--- src/rtl/uart_tx_arbiter_if.sv ---
// Byte-stream bundle between the requesters, the arbiter and the uart_tx byte input.
// Valid/ready: a byte moves on a cycle where valid and ready are both high; the
// producer keeps data/last stable while valid is high and ready is low.
interface uart_tx_arbiter_if #(
    parameter int NUM_REQ = 4
);
    localparam int IDW = $clog2(NUM_REQ);

    logic [NUM_REQ*8-1:0] req_data;
    logic [NUM_REQ-1:0]   req_valid;
    logic [NUM_REQ-1:0]   req_last;
    logic [NUM_REQ-1:0]   req_ready;
    logic                 pause;
    logic [7:0]           out_data;
    logic                 out_valid;
    logic                 out_ready;
    logic [IDW-1:0]       grant_id;
    logic                 busy;

    modport master (
        output req_data, req_valid, req_last, pause, out_ready,
        input  req_ready, out_data, out_valid, grant_id, busy
    );

    modport slave (
        input  req_data, req_valid, req_last, pause, out_ready,
        output req_ready, out_data, out_valid, grant_id, busy
    );
endinterface

--- src/rtl/uart_tx_arbiter.sv ---
// Round-robin, packet-locking arbiter that merges NUM_REQ byte streams onto one
// registered uart_tx byte handshake, with optional per-grant burst limit.
module uart_tx_arbiter #(
    parameter int NUM_REQ   = 4,
    parameter int MAX_BURST = 16
) (
    input  logic              clk,
    input  logic              rst_n,
    uart_tx_arbiter_if.slave  bus,
    output logic              state_dbg
);
    localparam int IDW = $clog2(NUM_REQ);
    localparam int BW  = (MAX_BURST > 0) ? $clog2(MAX_BURST + 1) : 1;
    localparam logic [BW-1:0] BURST_END = (MAX_BURST > 0) ? BW'(MAX_BURST - 1) : '0;

    typedef enum logic {
        S_IDLE  = 1'b0,
        S_GRANT = 1'b1
    } state_e;

    state_e         state;
    logic [IDW-1:0] g;
    logic [IDW-1:0] last;
    logic [BW-1:0]  beat_cnt;
    logic [7:0]     out_data_q;
    logic           out_valid_q;

    logic           can_load;
    logic           grant_open;
    logic           hs;
    logic           burst_hit;
    logic           release_now;
    logic [7:0]     sel_data;
    logic           sel_valid;
    logic           sel_last;
    logic           hi_found;
    logic           lo_found;
    logic [IDW-1:0] hi_id;
    logic [IDW-1:0] lo_id;
    logic           win_found;
    logic [IDW-1:0] win_id;

    // Round robin: lowest valid index above 'last' wins, otherwise wrap to the lowest at or below it.
    always_comb begin
        hi_found = 1'b0;
        lo_found = 1'b0;
        hi_id    = '0;
        lo_id    = '0;
        for (int i = 0; i < NUM_REQ; i++) begin
            if (bus.req_valid[i]) begin
                if (IDW'(i) > last) begin
                    if (!hi_found) begin
                        hi_found = 1'b1;
                        hi_id    = IDW'(i);
                    end
                end else if (!lo_found) begin
                    lo_found = 1'b1;
                    lo_id    = IDW'(i);
                end
            end
        end
        win_found = hi_found || lo_found;
        win_id    = hi_found ? hi_id : lo_id;
    end

    always_comb begin
        sel_data  = '0;
        sel_valid = 1'b0;
        sel_last  = 1'b0;
        for (int i = 0; i < NUM_REQ; i++) begin
            if (g == IDW'(i)) begin
                sel_data  = bus.req_data[8*i +: 8];
                sel_valid = bus.req_valid[i];
                sel_last  = bus.req_last[i];
            end
        end
    end

    assign can_load    = !out_valid_q || bus.out_ready;
    assign grant_open  = (state == S_GRANT) && !bus.pause && can_load;
    assign hs          = grant_open && sel_valid;
    assign burst_hit   = (MAX_BURST != 0) && (beat_cnt == BURST_END);
    assign release_now = hs && (sel_last || burst_hit);

    // Ready goes only to the holder of the grant; it never depends on req_* inputs.
    always_comb begin
        bus.req_ready = '0;
        for (int i = 0; i < NUM_REQ; i++) begin
            bus.req_ready[i] = grant_open && (g == IDW'(i));
        end
    end

    always_ff @(posedge clk or negedge rst_n) begin
        if (!rst_n) begin
            state       <= S_IDLE;
            g           <= '0;
            last        <= IDW'(NUM_REQ - 1);
            beat_cnt    <= '0;
            out_data_q  <= 8'h00;
            out_valid_q <= 1'b0;
        end else begin
            case (state)
                S_IDLE: begin
                    if (!bus.pause && win_found) begin
                        g        <= win_id;
                        beat_cnt <= '0;
                        state    <= S_GRANT;
                    end
                end
                S_GRANT: begin
                    if (hs) begin
                        beat_cnt <= beat_cnt + 1'b1;
                    end
                    if (release_now) begin
                        last  <= g;
                        state <= S_IDLE;
                    end
                end
                default: state <= S_IDLE;
            endcase

            if (hs) begin
                out_data_q  <= sel_data;
                out_valid_q <= 1'b1;
            end else if (out_valid_q && bus.out_ready) begin
                out_valid_q <= 1'b0;
            end
        end
    end

    assign bus.out_data  = out_data_q;
    assign bus.out_valid = out_valid_q;
    assign bus.grant_id  = g;
    assign bus.busy      = (state == S_GRANT) || out_valid_q;
    assign state_dbg     = (state == S_GRANT);
endmodule

--- src/flat_wrapper.sv ---
// flat-port wrapper written by rule: the top's interface ports become plain ports
module uart_tx_arbiter_flat 
#(
    parameter int NUM_REQ   = 4,
    parameter int MAX_BURST = 16
)
  (clk, rst_n, state_dbg, bus_req_data, bus_req_valid, bus_req_last, bus_pause, bus_out_ready, bus_req_ready, bus_out_data, bus_out_valid, bus_grant_id, bus_busy);
  uart_tx_arbiter_if #(.NUM_REQ(NUM_REQ)) bus_i ();
  input  logic clk;
  input  logic rst_n;
  output logic state_dbg;
  input wire logic [$bits(bus_i.req_data)-1:0] bus_req_data;
  input wire logic [$bits(bus_i.req_valid)-1:0] bus_req_valid;
  input wire logic [$bits(bus_i.req_last)-1:0] bus_req_last;
  input wire logic [$bits(bus_i.pause)-1:0] bus_pause;
  input wire logic [$bits(bus_i.out_ready)-1:0] bus_out_ready;
  output wire logic [$bits(bus_i.req_ready)-1:0] bus_req_ready;
  output wire logic [$bits(bus_i.out_data)-1:0] bus_out_data;
  output wire logic [$bits(bus_i.out_valid)-1:0] bus_out_valid;
  output wire logic [$bits(bus_i.grant_id)-1:0] bus_grant_id;
  output wire logic [$bits(bus_i.busy)-1:0] bus_busy;
  assign bus_i.req_data = bus_req_data;
  assign bus_i.req_valid = bus_req_valid;
  assign bus_i.req_last = bus_req_last;
  assign bus_i.pause = bus_pause;
  assign bus_i.out_ready = bus_out_ready;
  assign bus_req_ready = bus_i.req_ready;
  assign bus_out_data = bus_i.out_data;
  assign bus_out_valid = bus_i.out_valid;
  assign bus_grant_id = bus_i.grant_id;
  assign bus_busy = bus_i.busy;
  uart_tx_arbiter #(.NUM_REQ(NUM_REQ), .MAX_BURST(MAX_BURST)) u_core (.clk(clk), .rst_n(rst_n), .bus(bus_i), .state_dbg(state_dbg));
endmodule
--- config.mk ---
export PLATFORM = sky130hd
export DESIGN_NAME = uart_tx_arbiter_flat
export DESIGN_NICKNAME = d
export VERILOG_FILES = /design/src/rtl/uart_tx_arbiter_if.sv /design/src/rtl/uart_tx_arbiter.sv /design/src/flat_wrapper.sv
export SDC_FILE = /design/constraint.sdc
export NUM_CORES = 1
export LEC_CHECK = 0
export CAP_MARGIN = 30
export CORE_UTILIZATION = 39
export CTS_CLUSTER_SIZE = 8
export DETAILED_ROUTE_END_ITERATION = 16
export PLACE_DENSITY = 0.84
export SYNTH_ARGS = -nofsm -noshare
export SYNTH_HDL_FRONTEND = slang
export SYNTH_SLANG_ARGS = --single-unit
--- constraint.sdc ---
create_clock -name clk -period 2.3 [get_ports clk]
set_input_delay 0.23 -clock clk [delete_from_list [all_inputs] [get_ports clk]]
set_output_delay 0.23 -clock clk [all_outputs]
set_load 0.005 [all_outputs]
Word-level counts from Yosys, hierarchy flattened
Index checks and enable logic that the tools add are counted.
W data, S select, Z words.
Word-level totals
  register bits after elaboration: 19
  input bits: 44
  output and inout port bits: 17
  logic and storage cells: 94
Operators by class
  add/subtract/negate cells: 1
  order comparisons: 4
  equal/unequal tests: 6
  multiplexer cells: 55
  bitwise logic cells: 1
  reduce and logical (&&, ||, !) cells: 21
Operators by type and width (count)
  $mux W2: 17
  $mux W8: 4
  $mux W1: 30
  $logic_and A1 B1 Y1: 10
  $mux W5: 2
  $pmux W5 S2: 1
  $reduce_and A2 Y1: 3
  $add A5 B1 Y5 const B: 1
  $eq A5 B4 Y1 const B: 1
  $eq A2 B2 Y1 const B: 2
  $gt A1 B2 Y1 const A: 2
  $gt A2 B2 Y1 const A: 2
  $logic_or A1 B1 Y1: 4
  $eq A2 B1 Y1 const B: 1
  $logic_not A1 Y1: 2
  $logic_not A2 Y1: 1
  $ne A2 B1 Y1 const B: 1
  $ne A2 B2 Y1 const B: 1
  $pmux W1 S2: 1
  $reduce_bool A2 Y1: 1
  $not A1 Y1: 1

Logic depth before layout (Yosys ltp)
Gate-level depths: netlist (run 1).
  word-level depth: 13
  gate-level depth with buffers: 6
  gate-level depth less buffers: 5

Worst setup path before layout (run 1)
OpenSTA, ideal clock, no wires.
  path kind: flip-flop to flip-flop
  from: register u_core.g[0] (netlist: u_core.bus.grant_id[0])
  to: register u_core.out_data_q[0] (netlist: u_core.bus.out_data[0])
  library setup time: 127 ps
  arrival: 1645 ps
  data required time: 2173 ps
  slack: 528 ps
  cell stages (with the launch flop): 6
  buffers on the path: 2
  clock period less this slack: 1772 ps
  cells stage by stage: dfrtp_1 > buf_6 > mux4_2 > nand3_4 > clkbuf_8 > mux2_1
Between the ends
  word-level cells in the longest chain between the ends: 6
  elaborated cells on any way between the ends: 13
  those cells by class: 3 x eq/ne; 8 x mux; 2 x reduce/logical
RTL lines
  start, declared: line uart_tx_arbiter.sv:22  | logic [IDW-1:0] g;
  start signal, assigned: line uart_tx_arbiter.sv:105  | g <= win_id;
  $logic_not A2 Y1: line uart_tx_arbiter.sv:71  | if (g == IDW'(i)) begin
  $mux W1 (4 in a row): line uart_tx_arbiter.sv:71
  $logic_and A1 B1 Y1: line uart_tx_arbiter.sv:81  | assign hs = grant_open && sel_valid;
  end signal, assigned: line uart_tx_arbiter.sv:123  | out_data_q <= sel_data;
  end, declared: line uart_tx_arbiter.sv:25  | logic [7:0] out_data_q;
Parallel ways exist; a longest one is shown, timed or not.
A chain may end at the register's enable or synchronous reset.

Final worst setup path (run 1)
  from: register u_core.state (netlist: u_core.state_dbg)
  to: output port bus_req_ready[0]
Between the ends
  word-level cells in the longest chain between the ends: 3
RTL lines
  start, declared: line uart_tx_arbiter.sv:21  | state_e state;
  start signal, assigned: line uart_tx_arbiter.sv:95  | state <= S_IDLE;
  start signal, assigned: line uart_tx_arbiter.sv:107  | state <= S_GRANT;
  start signal, assigned: line uart_tx_arbiter.sv:116  | state <= S_IDLE;
  $logic_and A1 B1 Y1 (2 in a row): line uart_tx_arbiter.sv:80  | assign grant_open = (state == S_GRANT) && !bus.pause && can_load;
  $logic_and A1 B1 Y1: line uart_tx_arbiter.sv:89  | bus.req_ready[i] = grant_open && (g == IDW'(i));
  end, declared: line flat_wrapper.sv:17  | output wire logic [$bits(bus_i.req_ready)-1:0] bus_req_ready;
No other way between the ends.

==> results_dict.tcl, run 1 <==
set metrics [dict create \
    clock_latency_ns 0.29 \
    violations "DRC" \
    grtUsageTotal 0.207 \
    row_count 19 \
    worstReg2RegStart "u_core.bus.grant_id[0]" \
    p_seq_frac 0.340 \
    layout-drive-gt1-share 0.179 \
    design.die.area_sq_mm 0.00330 \
    port_buffers 60 \
    p_comb_frac 0.565 \
    critPathArrivalTime_ns 1.90 \
    period_needed_ns 2.13 \
    worst_slew_pin_slew_ns 0.308 \
    clockBufferDepth 2 \
    routedWlPerCell_um 16.7 \
    p_clk_frac 0.095 \
    maxSlewHeadroom 0.795 \
    antenna_found_initial 0 \
    skew_ns 0.00283 \
    clk_transition_reported_paths_ns 0.11 \
    netSwitchingPower_mw 0.576 \
    end_kind "output port" \
    setup_violations 0 \
    intPower_mw 1.18 \
    grt_max_degree 20 \
    gp_congestion 0.770 \
    critPathKind "flip-flop to output port" \
    drt-total-wl_um 3120 \
    dp.final_hpwl_um 2570 \
    ys_types 34 \
    ys_seq_elements 19 \
    cts_tree "yes" \
    ir_worst_vdd_mv 0.491 \
    via_per_inst 5.53 \
    die_x_um 57.4 \
    p_sw_frac 0.328 \
    n_antenna_cell 0 \
    synth.cell_area_sq_mm 0.00120 \
    core_sq_mm 0.00283 \
    num-fill-cells 228 \
    cts_root_buf "clkbuf_4" \
    outcome "finished with violations" \
    timing.final.crit_share 0.925 \
    cts_resized 0 \
    grt-ovfl-total 0 \
    drtPass1Iterations 10 \
    grt_pass1_vias 1149 \
    ys_seq_area_frac 0.399 \
    drv_cap 0 \
    nets 203 \
    synth_nets 140 \
    area_delta_synth_final_pct 54.7 \
    drc_errors 1 \
    r2r-end "u_core.last[0]" \
    fp.dieH_um 57.4 \
    cts_setup_buffers 0 \
    ant_nets 0 \
    initial_core_util 0.423 \
    ff2ff_path_depth 4 \
    total_power_mw 1.76 \
    finalHoldViolCount 0 \
    rsz0062_at_grt "no" \
    pin_count 61 \
    numCtsBuffers 3 \
    max_freq_mhz 470 \
    r2r_slack_ns 0.42 \
    drv_slew 0 \
    drtIter0Drc 13 \
    critPathLaunchType "flip-flop" \
    yosys_warnings 0 \
    crit_required_ns 2.07 \
    h-tree-depth 1 \
    clkSinkCount 19 \
    grt_pass1_wl_um 5060 \
    syn_inst 94 \
    avgSynthCellArea_sq_um 12.7 \
    p_leak_nw 0.769 \
    vias 1034 \
    holdBufCountCts 0 \
    path_max_fanout 6 \
    holdCritPathClass "input port to asynchronous set/reset pin" \
    finalSetupTns_ns 0 \
    powerDensity_mw_per_mm2 948 \
]
==> cell usage in the layout, fill, tap and decap left out, drive strengths merged, types with 2 or more instances in the layout <==
cell type,Yosys,layout
inv,3,3
clkdlybuf4s50,0,60
nor3b,2,2
mux2,10,10
buf,3,4
o31ai,4,4
mux4,10,10
dfstp,2,2
o21ai,4,4
nor2b,3,3
and3,2,2
ha,2,2
nand3,6,6
nand2,8,8
clkbuf,3,3
nor2,5,5
dfrtp,17,17
==> logic make-up (layout without fill, tap and decap cells) <==
logic type | count (synthesis) | after routing | synth area share
simple gates | 29 | 29 | 0.131
flops | 19 | 19 | 0.399
mux | 21 | 21 | 0.312
compound gates | 14 | 14 | 0.0920
buf+inv | 9 | 71 | 0.0449
fa+ha+maj | 2 | 2 | 0.0209
==> sequential cells by signal (all words and copies together) (netlist names) <==
register,count
u_core.state_dbg,1
u_core.beat_cnt,5
u_core.bus.out_valid,1
u_core.bus.grant_id,2
u_core.bus.out_data,8
u_core.last,2
==> layout make-up <==
| type | count | area, sq um | share of cell area |
|---|---|---|---|
| inverters | 3 | 11.3 | 0.00608 |
| flip-flops and latches | 19 | 478 | 0.258 |
| well taps | 31 | 38.8 | 0.0209 |
| clock inverters | 1 | 5.00 | 0.00270 |
| clock buffers | 3 | 22.5 | 0.0122 |
| multi-input cells | 66 | 666 | 0.359 |
| repair buffers | 64 | 631 | 0.341 |
==> per-layer routing <==
layer	track usage	wire length, um
met4	0.0941	80
met3	0.0181	132
met1	0.221	1120
met5	0	0
met2	0.405	1790
==> worst max-delay path: stages (launching register included) <==
cell and delay, ns:
dfrtp_1 0.45, nor2b_1 0.18, and2_1 0.24, nor3b_1 0.20
clkdlybuf4s50_1 0.53
==> worst max-delay path by stage <==
stage                      startpoint                endpoint  depth (start not counted)
4_1_cts              u_core.state_dbg        bus_req_ready[0]                          4
2_1_floorplan  u_core.bus.grant_id[0]  u_core.bus.out_data[0]                          5
3_3_place_gp            bus_out_ready        bus_req_ready[0]                          5
6_report             u_core.state_dbg        bus_req_ready[0]                          4
5_1_grt              u_core.state_dbg        bus_req_ready[0]                          4
3_5_place_dp         bus_req_valid[3]          u_core.last[0]                          5
==> through the flow <==
step,utilization,hold slack [ns],worst slack (ns),instance area (sq um),cells
2_1_floorplan,-,-0.0656,0.528,1200,94
3_3_place_gp,0.645,0.469,0.249,1820,183
3_5_place_dp,0.645,0.483,0.214,1820,183
4_1_cts,0.655,0.259,0.145,1850,187
5_1_grt,0.655,0.278,0.0326,1850,187
6_report,0.655,0.267,0.172,1850,187
==> synthesized netlist by cell type <==
cell type / n / share of area
a211o_1: 1 / 0.0073
a21bo_2: 1 / 0.0084
a21oi_1: 1 / 0.0042
and2_1: 1 / 0.0052
and3_1: 2 / 0.010
buf_1: 1 / 0.0031
buf_2: 1 / 0.0042
buf_6: 1 / 0.0094
clkbuf_1: 1 / 0.0031
clkbuf_2: 1 / 0.0042
clkbuf_8: 1 / 0.011
dfrtp_1: 17 / 0.36
dfstp_2: 2 / 0.044
ha_1: 2 / 0.021
inv_1: 3 / 0.0094
mux2_1: 1 / 0.0094
mux2_2: 7 / 0.066
mux2_4: 2 / 0.025
mux2i_1: 1 / 0.0084
mux4_1: 5 / 0.11
mux4_2: 5 / 0.094
nand2_1: 8 / 0.025
nand2b_1: 1 / 0.0052
nand3_1: 5 / 0.021
nand3_4: 1 / 0.015
nor2_1: 5 / 0.016
nor2b_1: 3 / 0.016
nor3b_1: 2 / 0.013
o211a_1: 1 / 0.0084
o211ai_1: 1 / 0.0063
o21ai_0: 4 / 0.017
o21bai_4: 1 / 0.016
o31ai_1: 4 / 0.025
or2_2: 1 / 0.0052
==> power groups by stage <==
stage / sequential [mW] / combinational (mW) / clock [mW]
floorplan: 0.579 / 0.581 / 0
detailed placement: 0.604 / 1.00 / 0
global placement: 0.593 / 0.971 / 0
global route: 0.619 / 1.07 / 0.186
finish: 0.597 / 0.992 / 0.166
CTS: 0.598 / 1.01 / 0.175
No activity file was read; power rests on OpenSTA's default activity.
==> run 2: changes to the inputs <==
--- a/config.mk
+++ b/config.mk
@@ -5,6 +5,7 @@
 export SDC_FILE = /design/constraint.sdc
 export NUM_CORES = 1
 export LEC_CHECK = 0
+export ABC_CLOCK_PERIOD_IN_PS = 2300
 export CAP_MARGIN = 30
 export CORE_UTILIZATION = 39
 export CTS_CLUSTER_SIZE = 8
==> results of run 2 <==
Final layout, timing and power as in run 1 (identical DEF).
